--- config.mk ---
export PLATFORM = sky130hd
export DESIGN_NAME = register_file
export DESIGN_NICKNAME = d
export VERILOG_FILES = /design/src/rtl/register_file_pkg.sv /design/src/rtl/register_file_read_port.sv /design/src/rtl/register_file.sv
export SDC_FILE = /design/constraint.sdc
export NUM_CORES = 2
export LEC_CHECK = 0
export CAP_MARGIN = 0
export CORE_UTILIZATION = 46
export CTS_BUF_LIST = sky130_fd_sc_hd__clkbuf_4 sky130_fd_sc_hd__clkbuf_8
export DETAILED_ROUTE_END_ITERATION = 7
export PLACE_DENSITY = 0.75
export SETUP_SLACK_MARGIN = 0.1
export SYNTH_ARGS = -nofsm -noshare
export SYNTH_HDL_FRONTEND = slang
export SYNTH_HIERARCHICAL = 1
export SYNTH_SLANG_ARGS = --single-unit
--- constraint.sdc ---
create_clock -name clk_cpu -period 2.48 [get_ports clk_cpu]
set_input_delay 0.744 -clock clk_cpu [delete_from_list [all_inputs] [get_ports clk_cpu]]
set_output_delay 0.744 -clock clk_cpu [all_outputs]
set_load 0.02 [all_outputs]
--- src/rtl/register_file_pkg.sv ---
// Shared definitions for the integer register file.
// The optional write-to-read forwarding is enabled by defining REGFILE_BYPASS_EN.
package register_file_pkg;

  localparam int WORD_W     = 32;
  localparam int ADDR_WIDTH = 5;
  localparam int N_REGS     = 2 ** ADDR_WIDTH;

  // Clock half-period used by benches driving clk_cpu.
  localparam int HCYCL = 5;

  typedef logic [WORD_W-1:0]     word_t;
  typedef logic [ADDR_WIDTH-1:0] reg_addr_t;

endpackage

--- src/rtl/register_file_read_port.sv ---
// One combinational read port: selects a register from the flattened array.
// With REGFILE_BYPASS_EN defined, a write in flight to the same address is
// forwarded to the output ahead of the clock edge (never while reset is low).
module register_file_read_port
  import register_file_pkg::*;
#(
  parameter int DATA_WIDTH = WORD_W,
  parameter int ADDR_WIDTH = register_file_pkg::ADDR_WIDTH,
  parameter int N_REGS     = 2 ** ADDR_WIDTH
) (
  input  logic [N_REGS-1:0][DATA_WIDTH-1:0] regs,
  input  logic [ADDR_WIDTH-1:0]             rd_adrs,
`ifdef REGFILE_BYPASS_EN
  input  logic                              reset,
  input  logic                              wr_en,
  input  logic [ADDR_WIDTH-1:0]             wr_adrs,
  input  logic [DATA_WIDTH-1:0]             wr_data,
`endif
  output logic [DATA_WIDTH-1:0]             q
);

  logic [DATA_WIDTH-1:0] w_stored;

  assign w_stored = regs[rd_adrs];

`ifdef REGFILE_BYPASS_EN
  // Forward pending write data when it targets the register being read.
  always_comb begin
    q = w_stored;
    if (reset && wr_en && (wr_adrs == rd_adrs)) begin
      q = wr_data;
    end
  end
`else
  // Plain lookup of the stored value.
  always_comb begin
    q = w_stored;
  end
`endif

endmodule

--- src/rtl/register_file.sv ---
// 32 x 32-bit integer register file: two combinational read ports, one
// synchronous write port, asynchronous active-low clear of every register.
// Register 0 is an ordinary writable register.
// Defining REGFILE_BYPASS_EN adds write-to-read forwarding on both ports.
module register_file
  import register_file_pkg::*;
#(
  parameter int DATA_WIDTH = WORD_W,
  parameter int ADDR_WIDTH = register_file_pkg::ADDR_WIDTH,
  parameter int N_REGS     = 2 ** ADDR_WIDTH
) (
  input  logic                  clk_cpu,
  input  logic                  reset,
  input  logic [ADDR_WIDTH-1:0] rd_adrs_a,
  input  logic [ADDR_WIDTH-1:0] rd_adrs_b,
  input  logic [ADDR_WIDTH-1:0] wr_adrs,
  input  logic [DATA_WIDTH-1:0] wr_data,
  input  logic                  wr_en,
  output logic [DATA_WIDTH-1:0] q_a,
  output logic [DATA_WIDTH-1:0] q_b
);

  logic [N_REGS-1:0][DATA_WIDTH-1:0] r_regs;

  // Storage: clear everything on reset, otherwise capture the writeback word.
  always_ff @(posedge clk_cpu or negedge reset) begin
    if (!reset) begin
      r_regs <= '0;
    end else if (wr_en) begin
      r_regs[wr_adrs] <= wr_data;
    end
  end

  register_file_read_port #(
    .DATA_WIDTH (DATA_WIDTH),
    .ADDR_WIDTH (ADDR_WIDTH),
    .N_REGS     (N_REGS)
  ) u_port_a (
    .regs    (r_regs),
    .rd_adrs (rd_adrs_a),
`ifdef REGFILE_BYPASS_EN
    .reset   (reset),
    .wr_en   (wr_en),
    .wr_adrs (wr_adrs),
    .wr_data (wr_data),
`endif
    .q       (q_a)
  );

  register_file_read_port #(
    .DATA_WIDTH (DATA_WIDTH),
    .ADDR_WIDTH (ADDR_WIDTH),
    .N_REGS     (N_REGS)
  ) u_port_b (
    .regs    (r_regs),
    .rd_adrs (rd_adrs_b),
`ifdef REGFILE_BYPASS_EN
    .reset   (reset),
    .wr_en   (wr_en),
    .wr_adrs (wr_adrs),
    .wr_data (wr_data),
`endif
    .q       (q_b)
  );

endmodule

Word level (Yosys, flattened, before mapping)
Cells that the tools add are included.
{ "classes": {"n_lt_le_gt_ge": 4, "mux": 7, "n_reduce_logical": 1} }
{ "ops": {"columns": ["operator", "n"], "rows": [
  ["1024-bit bitwise mux", 1],
  ["32-bit binary-select mux with 5-bit select", 2],
  ["32-bit demux with 5-bit select", 1],
  ["32-bit 2-to-1 mux", 3],
  ["5-bit by 6-bit less-than comparator with 1-bit output, second input constant", 3],
  ["5-bit by 1-bit greater-or-equal comparator with 1-bit output, second input constant", 1],
  ["1-bit logical AND", 1]
]} }
{ "word_totals": {"ff_bits": 1024, "in_bits": 50, "output_inout_bits": 64, "wordCells": 44} }

Logic depth before layout (Yosys ltp)
{ "logic_depth": {"depth_word": 5, "depth_mapped": 8} }

By module
The synthesis kept the hierarchy.
{ "modules_own_cells": {"columns": ["module", "n_inst", "cells_per_inst", "area_per_inst_um2", "seq_area_each_um2"], "rows": [
  ["register_file", 1, 2291, 38334.3, 25624.6],
  ["register_file_read_port", 2, 1158, 8887.3, 0.0]
]} }

Worst setup path before layout
OpenSTA, ideal clock, no wires.
{ "synth_timing": {"kind": "input-to-output", "start": "input port rd_adrs_a[1]", "end": "output port q_a[25]", "t_arrival_ns": 1.948, "path_slack_ns": -0.212, "path_stages": 8, "n_path_buf": 4, "path_cell_list": "buf_4 > buf_6 > buf_6 > buf_6 > mux2i_1 > a22oi_1 > a31oi_1 > nand3_1"} }
{ "synth_via": {"elab_chain_len": 2} }
{ "synth_rtl": {"columns": ["element", "line_no", "rtl"], "rows": [
  ["start, declared", "register_file.sv:14", "input logic [ADDR_WIDTH-1:0] rd_adrs_a,"],
  ["32-bit binary-select mux with 5-bit select", "register_file_read_port.sv:24", "assign w_stored = regs[rd_adrs];"],
  ["32-bit 2-to-1 mux (not written as such)", "register_file_read_port.sv:24", null],
  ["end, declared", "register_file.sv:19", "output logic [DATA_WIDTH-1:0] q_a,"]
]} }
Every way passes these cells. The select of a mux whose other input is x is not followed.

Worst setup path after layout
{ "layout_timing": {"start": "input port rd_adrs_a[0]", "end": "output port q_a[3]"} }
The elaborated chain is that of the path after synthesis.

==> metrics.md <==
| Metric | Value |
|---|---|
| Initial DRT Pass Iterations | `8` |
| Min Tclk post-route | `about 3.2 ns` |
| Worst vdd ir | `552 uV` |
| Unique masters post-synth | `29` |
| Post-synth top cells | `1,024 x dfrtp_1, 1,024 x mux2i_1, 1,008 x mux2_2, 207 x nand2_1, 196 x nand3_1` |
| Die Height | `approximately 350 um` |
| Synth Warn # | `6` |
| Clk root buf | `clkbuf_8` |
| Vias in the first global route | `44,600` |
| Max reg flops | `between 1,000 and 1,500` |
| Slowest CP cell | `nand3_2` |
| Cells after Synth | `between 4,000 and 5,000` |
| Die W | `351 um` |
| CP Data Arrival Time | `2.41 ns` |
| Slew headroom | `approximately 43%` |
| EDFF count, synth | `0` |
| Starting Density | `46.6%` |
| CTS tree | `built` |
| R2r worst-path depth | `2` |
| Max Fclk | `between 0.3 and 0.4 GHz` |
| Post-synth top area share | `45.7%` |
| Synth-to-Final Area Change | `30.2%` |
| GRT Total Usage | `between 30% and 40%` |
| Ports | `~110` |
| DRT iter0 DRCs | `about 4,700` |
| TNS Setup | `-36.36 ns` |
| Syn Std Cell Area | `56,100 um2` |
| Worst Path Max Fanout | `7` |
| RePlAce Congestion | `0.872` |
| Max cap viols | `0` |
| Setup Viol. Count Final | `64` |
| Reg2Reg Launch Point | `r_regs[54]` |
| Most frequent CP cell | `buf_12` |
| CTS Buf Count | `168` |
| Ys flop type | `dfrtp_1` |
| Sequential area share after synthesis | `45.7%` |
| Worst slew pin tran | `roughly 0.85 ns` |
| Finished layout cell area | `73,100 um2` |
| DP HPWL | `111,000 um` |
| Largest net degree at the start of global routing | `136` |
| Leak Pwr | `0.0343 uW` |
| Finished Core Util | `between 60 and 70%` |
| Power Density | `706 nW/um2` |
| Final WS setup | `-0.673 ns` |
| R2r setup slk | `1.48 ns` |
| Hold path cells | `1` |
| Unrepaired setup endpoints after global routing | `yes` |
| Initial antenna violation count | `2` |
| Layout cell share with drive strength beyond 1 | `46.5%` |
| Regs by FF count | `r_regs: 1024 flops` |
| Crit. path cell count | `11` |
| CP Data Required Time | `1.74 ns` |
| Remaining antenna violation count after routing | `0` |
| Total grt overflow | `0` |
| Via count | `44,400` |
| Startpoint Class | `input port` |
| Avg WL per Cell | `28.9 um` |
| Tot Pwr | `51,600 uW` |
| FF-to-FF End | `r_regs[54]` |
| CP endpoint kind | `output port` |
| Pins over their slew limit | `0` |
| Crit path largest cell delay | `approximately 0.21 ns` |
| Avg Vias per Cell | `6.42` |
| Core Region | `120,000 um2` |
| Non-Filler Instances | `roughly 6,900` |
| Crit-path cells | `buf_12 -> buf_6 -> nor2b_4 -> buf_8 -> buf_12 -> buf_12 -> a22o_1 -> nor3_2 -> a31oi_1 -> nand3_2 -> buf_6` |
| Clk_lat worst skew | `around 0.87 ns` |
| H-Tree Depth | `4` |
| IO buf count | `roughly 110` |
| Hold Crit Class | `register to register` |
| Hold Vio Cnt, Final | `0` |
| Crit path to | `q_a[3]` |
| Placed Instances | `6,366` |
| FF+latch count, synth | `between 1,000 and 1,500` |
| Final Skew | `0 ns` |
| Global-route wire length before repair | `~280,000 um` |
| Async S/R FF share, synth | `100%` |
| Buffer and inverter count on the worst path | `6` |
| Final Cycle Share | `127%` |
| Clock slew at the register clock pins of the worst setup and hold paths | `0.06 ns` |
| Clk sinks | `approximately 1,000` |
| WS Path Type | `input port to output port` |
| Syn nets | `4,657` |
| Nets@finish | `5,209` |
| DP Area | `63,000 um2` |
| CP delay by family, top | `buffers and inverters` |
| Failing checks | `setup timing` |
| Row count | `127` |
| Longest Clk Path Bufs | `3` |
| Crit. Startpoint | `rd_adrs_a[0]` |
| Status | `complete, but fails checks` |
| Die area | `123,000 um2` |
| DRC viols | `0` |
| Post-Route WL | `200,000 um` |
| Syn_area_per_cell | `12.2 um2` |
| Top cells by area, synth | `dfrtp_1 46%, mux2_2 20%, mux2i_1 18%` |
| Dominant cell type by area after synthesis | `dfrtp_1` |
| Biggest register | `r_regs` |
## what timing repair did
| item | 4_1_cts | 5_1_grt |
|---|---|---|
| setup buffers | 129 | 75 |
| resized for setup | 775 | 221 |
| pin swaps | 192 | 162 |
| cloned | 40 | 16 |
| endpoints found under the setup margin | 64 | 64 |
| hold endpoints to repair | 61 | 0 |
| hold buffers | 1 | 0 |
## layout by cell type, fill, tap and decap left out, types with 10 or more instances in the layout
cell             synthesis  final
nor2_4                   0     14
nand3_1                196    123
buf_16                   0     52
a31oi_1                 64     13
nand2_1                207    181
a22oi_2                  0     34
clkbuf_4                 4     62
mux2_2                1008   1008
clkbuf_16                0     15
clkdlybuf4s50_1          0     38
mux2_1                  16     16
buf_4                   68    314
nand2_2                  0     25
mux2i_1               1024    980
clkbuf_8                 0    215
nand3_4                  0     10
dfrtp_1               1024   1024
a22o_4                   0     16
buf_8                    0     31
buf_6                   39    158
nor3_4                   0     34
a21oi_1                192    168
nor3_2                   1     27
mux2i_2                  0     35
a21oi_2                  0     23
buf_12                   0    209
a31oi_4                  0     27
a31oi_2                  0     24
nand3_2                  0     63
a22o_1                 128    112
a22oi_1                192    158
clkinv_2                 0     14
## metal layers
layer  global-route usage [%]  vias up  wire (um)
li1                         -    18200          -
met1                     39.2    22700      75600
met2                     47.8     2672      90200
met3                     6.78      792      20100
met4                     18.0        2      13900
met5                        0        -         13
## worst reg2reg max path: stages (launching register included)
cell     delay [ns]
dfrtp_1        0.43
buf_4          0.16
mux2_2         0.29
## kinds of logic (layout without fill, tap and decap cells)
family / after synthesis / in the layout / synth area share (%)
muxes: 2048 / 2048 / 38.8
AOI/OAI and AO/OA: 576 / 576 / 6.99
other: 0 / 2 / 0
buffers and inverters: 449 / 1134 / 4.33
DFF: 1024 / 1024 / 45.7
and+or+nand+nor: 510 / 510 / 4.19
## how the worst min path moves through the flow
stage / startpoint / end / slack, ns
after floorplan: reset / r_regs[0] / 0.45
after global placement: r_regs[901] / r_regs[901] / 0.49
final: r_regs[411] / r_regs[411] / 0.52
after detailed placement: r_regs[411] / r_regs[411] / 0.51
after CTS: r_regs[411] / r_regs[411] / 0.52
after global routing: r_regs[283] / r_regs[283] / 0.54
## final cells by class
cell class              count  area [um2]
diodes                      2        5.00
clock buffers             277        3420
clock inverters            26         220
fillers                  8703       47400
multi-input cells        3134       30400
flip-flops and latches   1024       25600
well taps                1612        2020
repair buffers            831       11300
## power breakdown
group	switching [uW]	total [uW]	internal, uW
registers	2720	22700	20000
clock network	7190	16000	8840
logic	6000	12800	6810
## stage by stage
stage | hold slack [ns] | worst slack, ns
2_1_floorplan | 0.448 | -0.111
3_3_place_gp | 0.492 | -1.68
3_5_place_dp | 0.507 | -1.69
4_1_cts | 0.520 | -0.601
5_1_grt | 0.538 | -0.715
6_report | 0.519 | -0.673
Note: power is estimated with default switching activity, not from simulation.
